### config.mk
export PLATFORM = sky130hd
export DESIGN_NAME = edp_diag_reader
export DESIGN_NICKNAME = d
export VERILOG_FILES = /design/src/rtl/edp_diag_reader.sv
export SDC_FILE = /design/constraint.sdc
export NUM_CORES = 1
export LEC_CHECK = 0
export CAP_MARGIN = 15
export CORE_MARGIN = 1
export CORE_UTILIZATION = 51
export DETAILED_ROUTE_END_ITERATION = 12
export PLACE_DENSITY = 0.86
export SETUP_SLACK_MARGIN = 0.15
export SLEW_MARGIN = 0
export SYNTH_ARGS = -nofsm -noshare
export SYNTH_HDL_FRONTEND = slang
export SYNTH_SLANG_ARGS = --single-unit
### constraint.sdc
create_clock -name clk -period 4.8 [get_ports clk]
set_clock_uncertainty 0.2 [all_clocks]
set_input_delay 0.48 -clock clk [delete_from_list [all_inputs] [get_ports clk]]
set_output_delay 0.48 -clock clk [all_outputs]
set_load 0.05 [all_outputs]
### src/rtl/edp_diag_reader.sv
// EDP diagnostic-read sequencer: walks the requested source mask in ascending code order, drives DIAG 12x for SETTLE cycles,
// captures the EBUS word (SETTLE+2 cycles per source) and holds it on outValid until outReady; stalls in SELECT while ebusBusy.
module edp_diag_reader #(
   parameter int unsigned SETTLE = 2
) (
   input  logic        clk,
   input  logic        reset,
   input  logic        start,
   input  logic [7:0]  mask,
   input  logic        abort,
   input  logic        ebusBusy,
   input  logic [0:35] ebusData,
   output logic        diagReadFunc12x,
   output logic [4:6]  diag,
   output logic        outValid,
   input  logic        outReady,
   output logic [0:35] outData,
   output logic [2:0]  outSel,
   output logic        outParity,
   output logic        busy,
   output logic        done
);

   typedef enum logic [1:0] {IDLE, SELECT, DRIVE, HOLD} state_t;

   state_t      state, state_n;
   logic [7:0]  pending, pending_n;
   logic [2:0]  cur, cur_n, low;
   logic [3:0]  cnt, cnt_n;
   logic        capture, done_n;

   always_comb begin
      low = 3'd0;
      for (int i = 7; i >= 0; i--) begin
         if (pending[i]) low = 3'(i);
      end
   end

   always_comb begin
      state_n   = state;
      pending_n = pending;
      cur_n     = cur;
      cnt_n     = cnt;
      capture   = 1'b0;
      done_n    = 1'b0;
      case (state)
         IDLE: begin
            if (start) begin
               if (mask != 8'd0) begin
                  pending_n = mask;
                  state_n   = SELECT;
               end else begin
                  done_n = 1'b1;
               end
            end
         end
         SELECT: begin
            cur_n = low;
            if (!ebusBusy) begin
               state_n = DRIVE;
               cnt_n   = 4'(SETTLE - 1);
            end
         end
         DRIVE: begin
            if (cnt == 4'd0) begin
               capture = 1'b1;
               state_n = HOLD;
            end else begin
               cnt_n = cnt - 4'd1;
            end
         end
         HOLD: begin
            if (outReady) begin
               pending_n = pending & ~(8'd1 << cur);
               if (pending_n == 8'd0) begin
                  state_n = IDLE;
                  done_n  = 1'b1;
               end else begin
                  state_n = SELECT;
               end
            end
         end
         default: state_n = IDLE;
      endcase
      // Abort wins over everything, including a same-cycle handshake in HOLD.
      if (abort && state != IDLE) begin
         state_n   = IDLE;
         pending_n = 8'd0;
         done_n    = 1'b0;
         capture   = 1'b0;
      end
   end

   always_ff @(posedge clk or posedge reset) begin
      if (reset) begin
         state           <= IDLE;
         pending         <= 8'd0;
         cur             <= 3'd0;
         cnt             <= 4'd0;
         diagReadFunc12x <= 1'b0;
         diag            <= 3'd0;
         outValid        <= 1'b0;
         outData         <= 36'd0;
         outSel          <= 3'd0;
         outParity       <= 1'b0;
         busy            <= 1'b0;
         done            <= 1'b0;
      end else begin
         state           <= state_n;
         pending         <= pending_n;
         cur             <= cur_n;
         cnt             <= cnt_n;
         diagReadFunc12x <= (state_n == DRIVE);
         diag            <= (state_n == DRIVE) ? cur_n : 3'd0;
         outValid        <= (state_n == HOLD);
         busy            <= (state_n != IDLE);
         done            <= done_n;
         if (capture) begin
            outData   <= ebusData;
            outSel    <= cur;
            outParity <= ^ebusData;
         end
      end
   end

endmodule

# Word level (Yosys, flattened, before mapping)
# Cells that the tools add are included.
# word_totals
wordCells,73
out_inout_bits,47
reg_bits,64
inputBits,50
rom_bits,0
ram_bits,0
latchBits,0
n_memories,0
# op_classes
shift,1
n_eq_ne,10
n_addsub,1
div_mod_pow,0
multipliers,0
reduce_logical,12
muxes,35
magnitude_cmp,0
n_bitwise,2
# op_table
operator,count
parity 36 bit,1
two-way mux 8 bit,4
two-way mux 3 bit,10
case mux 8 bit (2 select lines),1
two-way mux 2 bit,6
two-way mux 1 bit,9
"!= test 3 bit, second input constant",3
bitwise AND 8 bit,1
"equality test 2 bit, second input constant",4
logical NOT 8 bit,1
two-way mux 4 bit,2
NOT 8 bit,1
case mux 2 bit (4 select lines),1
case mux 4 bit (2 select lines),1
nonzero test 8 bit,1
"left shift 1 x 3 -> 8 bit, first input constant",1
nonzero test 2 bit,3
logical NOT 4 bit,1
"!= test 2 bit, second input constant",2
AND reduction 4 bit,1
"subtractor 4 x 1 -> 4 bit, second input constant",1
AND reduction 3 bit,1
nonzero test 3 bit,1
"equality test 2 x 1 -> 1 bit, second input constant",1
3 further kinds,3

# Logic depth before layout (Yosys ltp)
# Gate-level depths: netlist of run 1.
# logic_depth
ltp_word,10
depth_mapped,8
depth_no_buf,7

# Worst setup path after synthesis of run 1
# OpenSTA, ideal clock, no wires.
# synth_path
path_kind,reg2reg
startpoint,register state[0]
endpoint,register outData[33] (netlist name)
n_path_buf,2
path_stages_with_launch,8
arrival_ps,1890
required_ps,4475
setup_time_ps,125
path_slack_ps,2585
period_less_slack_ps,2215
path_cell_list,dfrtp_1 > inv_1 > ha_1 > clkbuf_1 > and4bb_2 > nand2_1 > clkbuf_1 > mux2_2
# synth_between
elab_chain_len,3
elab_cells_between_ends,5
cone_classes,1 x eq/ne; 2 x mux; 2 x reduce/logical
# synth_lines
element,line,source
start: declaration,26,"state_t state, state_n;"
start signal: assignment,109,state <= state_n;
equality test 2 bit / nonzero test 2 bit (equally long branches),"46, 86",
two-way mux 1 bit / logical AND 1 bit (equally long branches),"46, 86",
two-way mux 1 bit (*),86,if (abort && state != IDLE) begin
end signal: assignment,119,outData <= ebusData;
end: declaration,17,"output logic [0:35] outData,"
# Every way passes the cells marked *; elsewhere a longest branch is shown, timed or not.
# A chain may end at the register's enable or synchronous reset.

# Worst setup path in the final report of run 1
# layout_path
startpoint,register state[0]
endpoint,register outData[25] (netlist name)
# Same word-level chain as after synthesis.

==> results of run 1 <==
stage by stage:
stage | hold WS (ns) | instance area, um2
after CTS | 0.2904 | 4438
after global routing | 0.3189 | 4438
after detailed placement | 0.2751 | 4252
final | 0.2836 | 4438
after global placement | 0.2738 | 4252
after floorplan | 0.3202 | 3238
final cells by class:
cell class              instances  area (um2)
clock inverters                 4       45.04
well taps                      75       93.84
repair buffers                 97       968.4
flip-flops and latches         64        1602
multi-input cells             196        1535
fillers                       402        1588
inverters                      14       52.55
clock buffers                  11       141.4
per-layer routing:
layer / global-route usage (%) / vias up / wire length (um)
li1: - / 1193 / -
met1: 29.60 / 1217 / 3094
met2: 39.50 / 93 / 3661
met3: 5.111 / 11 / 534
met4: 10.35 / 0 / 136
met5: 0 / - / 0
path summary, 6_finish.rpt:
check                      depth (start not counted)      start  slack [ns]     endpoint
setup / recovery                                   5   state[0]        2.01  outData[25]
hold / removal                                     2  outSel[2]        0.28    outSel[2]
setup reg to reg                                   5   state[0]        2.01  outData[25]
hold reg to reg                                    2  outSel[2]        0.28    outSel[2]
max in group asynchronous                          3      reset        3.39   pending[4]
min in group asynchronous                          3      reset        0.49  outData[10]
flip-flops by register name, summed over array words and instances (netlist names), 2 cells and up:
signal   count
outData     36
pending      8
cnt          4
cur          3
diag         3
outSel       3
state        2
worst min-delay path, stage by stage (launching register included):
cell     delay, ns
dfrtp_1       0.34
nand2_1       0.05
o21ai_0       0.06
cell families after synthesis:
group	Yosys count	share of synthesized area, %
flip-flops	64	49.46
AND/OR/NAND/NOR	70	11.59
adder cells (fa/ha/maj)	5	1.932
AO/OA/AOI/OAI	49	11.01
buffers and inverters	24	3.207
multiplexers	38	13.18
XOR/XNOR	34	9.621
power by group through the flow:
stage	clock [mW]	sequential, mW	combinational (mW)
3_3_place_gp	0	0.965	1.85
4_1_cts	0.452	0.970	1.91
5_1_grt	0.475	1.00	2.02
2_1_floorplan	0	1.56	0.733
3_5_place_dp	0	0.981	1.90
6_report	0.441	0.975	1.90
cells in the mapped netlist (2+ instances only):
library cell  number  area, um2
a22o_1            12      105.1
xnor2_1           30      262.8
nor2_1            14      52.55
dfrtp_1           64       1602
nand4_1            2      12.51
o21ai_0           14      70.07
inv_1             13      48.80
mux2_2            30      337.8
nand3_1            4      20.02
a21oi_1            5      25.02
or3_1              3      18.77
xor2_1             3      26.28
o21ai_1            3      15.01
nand2_1           19      71.32
a211oi_2           2      25.02
nand3b_1           2      15.01
nor4_1             2      12.51
buf_2              5      25.02
o31ai_1            2      15.01
a211oi_1           2      15.01
or4_1              3      22.52
mux2_1             7      78.83
nand2b_1           7      43.79
nor3_1             7      35.03
ha_1               5      62.56
clkbuf_1           4      15.01
nor3b_2            2      25.02
==> metrics.yaml, run 1 <==
placed_design:
  gp_routability_congestion: 0.8452
  dp_slack_ns: 2.024
  io_buffers: 96
  dp_hpwl_um: 5432
  post-place-cells: 446
clock_tree:
  ctsHtreeMaxLevel: 3
  cts_made_buffers: 9
  cts-root-to-sink-buffers: 2
  cts_tree: "yes"
  cts.clk_slew.worst_paths_ns: 0.07
  clkSinkCount: 64
  clock-root-buffer: "clkbuf_8"
  post_cts_buffers: 0
  cts_resized: 0
  post_cts_hold_buffer_count: 0
  insertion_delay_ns: 0.33
power_and_ir_drop:
  p_sw_share_pct: 46.61
  power.switching_mw: 1.545
  p_per_area_nw_per_um2: 746.8
  internal_portion_of_total_power_mw: 1.770
  p_comb_share_pct: 57.3
  p_seq_share_pct: 29.4
  cellLeakagePower_nw: 1.887
  ir_worst_vdd_uv: 464.3
  design_power_total_mw: 3.314
  clockPowerShare_pct: 13.3
route:
  drc: 0
  via_total_after_detailed_routing: 2514
  detail-route-antenna-nets: 0
  detail_route.wirelength_um: 7426
  drtIter0Drc: 115
  wl_per_cell_um: 16.11
  vias_per_cell: 5.453
  first_pass_iters: 4
synth:
  post_synth.cell_area_avg_um2: 11.40
  postSynthRegisterBits: 64
  netlist_area_um2: 3238
  syn_inst: 284
  ys_seq_area_share_pct: 49.46
  synth-async-reset-ratio_pct: 100.0
  dominantRegCellSynth: "dfrtp_1"
  synth_cell_types: 45
  synth_nets: 339
  yosysWarningCount: 0
  count_of_flip_flops_with_a_built_in_enable_after_synthesis: 0
timing:
  final.setup.worst_slack_ns: 2.008
  totalNegativeSetupSlack_ns: 0
  maxSlewViolCount: 0
  max_freq_mhz: 358.1
  post-route-min-period_ns: 2.792
  report.final.setup_viol: 0
  period_share_pct: 58.17
  rsz0062_at_grt: "no"
  maxSlewHeadroom_pct: 35.05
  hold_fails_final_rpt: 0
  timing_worst_slew_pin_value_ns: 0.9708
setup_path:
  start_kind: "flip-flop"
  worstPathArrival_ns: 2.81
  timing.critical_path.to_type: "flip-flop"
  crit_path_buf_inv_count: 1
  critical_path.max_fanout: 43
  crit_slowest_cell: "nand2_2"
  cp_slowest_stage_delay_ns: 0.63
  cell_chain_critical_path: "inv_1 > ha_1 > nand2b_1 > nand2_2 > mux2_1"
  path_delay_family: "simple AND/OR/NAND/NOR gates"
  crit_type: "flip-flop to flip-flop"
  worstPathRequired_ns: 4.81
final_layout:
  number_of_antenna_cells_inserted: 0
  finish.net_count: 437
  stdcell_count: 461
  most_common_cell_after_layout_fill_and_taps_aside: "clkdlybuf4s50_1"
  final_core_util_pct: 73.65
  fraction_of_final_layout_cells_with_drive_strength_greater_than_1_pct: 14.77
  layout.cells.most_common_list: "96 x clkdlybuf4s50_1, 64 x dfrtp_1, 30 x mux2_2, 30 x xnor2_1, 18 x nand2_1"
  flow.area_growth_from_synthesis_pct: 37.06
run_status:
  status: "finished clean"
global_route:
  grt_overflow_total: 0
  grt_max_degree: 65
  groute.usage.overall_pct: 23.69
  antenna_found_initial: 0
  grt_pass1_wl_um: 11630
  first_global_vias: 2392
floorplan:
  floorplan.rows: 28
  initial_core_util_pct: 53.74
  design.die.area_um2: 6672
  coreArea_um2: 6026
  die_h_um: 81.68
  boundaryPins: 97
  die-width_um: 81.68
hold_path:
  hold_path_class: "flip-flop to flip-flop"
job:
  cap_viol_max_count: 0
No activity file was read; power rests on OpenSTA's default activity.
==> inputs of run 2 (changes only) <==
--- a/config.mk
+++ b/config.mk
@@ -7,9 +7,9 @@
 export LEC_CHECK = 0
 export CAP_MARGIN = 15
 export CORE_MARGIN = 1
-export CORE_UTILIZATION = 51
+export CORE_UTILIZATION = 43
 export DETAILED_ROUTE_END_ITERATION = 12
-export PLACE_DENSITY = 0.86
+export PLACE_DENSITY = 0.77
 export SETUP_SLACK_MARGIN = 0.15
 export SLEW_MARGIN = 0
 export SYNTH_ARGS = -nofsm -noshare
==> constraint.sdc (replaced) <==
create_clock -name clk -period 2.4 [get_ports clk]
set_clock_uncertainty 0.2 [all_clocks]
set_input_delay 0.24 -clock clk [delete_from_list [all_inputs] [get_ports clk]]
set_output_delay 0.24 -clock clk [all_outputs]
set_load 0.05 [all_outputs]
==> run 2 against run 1 <==
Effect of this change:
- design area increased by 5.4%
- sequential share of layout area fell by 1.8 points
- routed wire length rose by 0.50%
- critical path depth up 1
- count of clock-buffer cells in the layout fell by 2
- largest cell class unchanged
- largest power group unchanged
==> metrics.yaml, run 2 (same netlist as run 1, synthesis figures left out) <==
run_status:
  status: "finished clean"
floorplan:
  die_h_um: 88.78
  die-width_um: 88.78
  floorplan.rows: 31
  coreArea_um2: 7253
  initial_core_util_pct: 44.64
  boundaryPins: 97
  design.die.area_um2: 7882
route:
  via_total_after_detailed_routing: 2553
  wl_per_cell_um: 14.84
  vias_per_cell: 5.076
  detail_route.wirelength_um: 7463
  drc: 0
  first_pass_iters: 4
  detail-route-antenna-nets: 0
  drtIter0Drc: 61
clock_tree:
  insertion_delay_ns: 0.34
  clock-root-buffer: "clkbuf_8"
  cts_tree: "yes"
  cts-root-to-sink-buffers: 2
  post_cts_hold_buffer_count: 0
  ctsHtreeMaxLevel: 3
  cts.clk_slew.worst_paths_ns: 0.07
  clkSinkCount: 64
  cts_made_buffers: 9
final_layout:
  final_core_util_pct: 64.46
  largest_reg_flops: 36
  most_common_cell_after_layout_fill_and_taps_aside: "clkdlybuf4s50_1"
  largest_registers_in_the_final_layout: "outData: 36 flops, pending: 8 flops, cnt: 4 flops"
  layout.cells.most_common_list: "96 x clkdlybuf4s50_1, 63 x dfrtp_1, 30 x mux2_2, 30 x xnor2_1, 19 x nand2_1"
  max_flop_register: "outData"
  fillers: 579
  flow.area_growth_from_synthesis_pct: 44.40
  stdcell_count: 503
  finish.net_count: 454
  finish.instance_area_um2: 4676
  fraction_of_final_layout_cells_with_drive_strength_greater_than_1_pct: 19.31
  number_of_antenna_cells_inserted: 0
setup_path:
  timing.critical_path.to_type: "flip-flop"
  rr_worst_depth: 6
  crit-reg2reg-capture: "busy"
  critical_path.max_fanout: 9
  worstPathRequired_ns: 2.42
  regToRegStartpoint: "cur[1]"
  crit_type: "flip-flop to flip-flop"
  start_kind: "flip-flop"
  worstPathArrival_ns: 2.17
  setup.reg_to_reg.worst_slack_ns: 0.25
global_route:
  grt_pass1_wl_um: 11770
  groute.usage.overall_pct: 20.03
  grt_overflow_total: 0
  grt_max_degree: 65
  antenna_found_initial: 0
  first_global_vias: 2520
timing:
  maxSlewViolCount: 0
  period_share_pct: 89.62
  timing_worst_slew_pin_value_ns: 0.5396
  maxSlewHeadroom_pct: 63.91
  report.final.setup_viol: 0
  hold_fails_final_rpt: 0
  max_freq_mhz: 464.9
  totalNegativeSetupSlack_ns: 0
  rsz0062_at_grt: "yes"
  post-route-min-period_ns: 2.151
power_and_ir_drop:
  ir_worst_vdd_uv: 558.7
  cellLeakagePower_nw: 1.996
  p_per_area_nw_per_um2: 1488
  design_power_total_mw: 6.960
hold_path:
  hold_path_class: "input pin to async pin"
job:
  cap_viol_max_count: 0
placed_design:
  gp_routability_congestion: 0.9305
  post-place-cells: 486
  postPlaceCellArea_um2: 4424
  io_buffers: 96
  dp_hpwl_um: 5611
run 2: worst max-delay path, stage by stage (launching register included):
cell      delay [ns]
dfrtp_2         0.46
or3_1           0.40
a211oi_2        0.24
o22ai_2         0.16
o31ai_4         0.26
a21oi_4         0.13
nand2b_1        0.18
run 2: report_power, final:
group,internal (mW),total [mW],switching [mW]
logic,1.62,4.03,2.41
registers,1.57,1.91,0.341
clock network,0.586,1.02,0.430
run 2: metal layers:
layer	part of all wire, %	vias up	global-route usage [%]
li1	-	1234	-
met1	42	1218	23.89
met5	0	-	0
met3	7.1	16	4.478
met4	2.0	0	9.824
met2	49	85	34.20
run 2: area by class of cell:
type                    count  area (um2)  share of cell area [%]
clock inverters             7       95.09                   2.034
well taps                  99       123.9                   2.649
inverters                  14       52.55                   1.124
multi-input cells         196        1556                   33.29
repair buffers            114        1121                   23.98
clock buffers               9       123.9                   2.649
flip-flops and latches     64        1603                   34.28
run 2: through the flow:
step / hold WS [ns] / setup WS (ns)
finish: 0.07182 / 0.2491
global route: 0.1328 / 0.1345
CTS: 0.09737 / 0.1532
detailed placement: 0.2782 / -0.09667
global placement: 0.2661 / -0.04837
floorplan: 0.1717 / 0.1851
run 2: how the worst max path moves through the flow:
stage               slack, ns      from     endpoint
floorplan                0.19  state[0]  outData[33]
global placement        -0.05   mask[0]      diag[5]
detailed placement       -0.1   mask[0]      diag[5]
CTS                      0.15    cur[1]         busy
global route             0.13    cur[1]         busy
finish                   0.25    cur[1]         busy
run 2: timing repair:
action                                 in CTS  in global routing
gates resized for setup                     2                  3
cloned                                      0                  0
endpoints found under the hold margin       0                  0
buffers inserted                            0                  1
pin swaps                                   0                  1
setup endpoints to repair                   2                 13
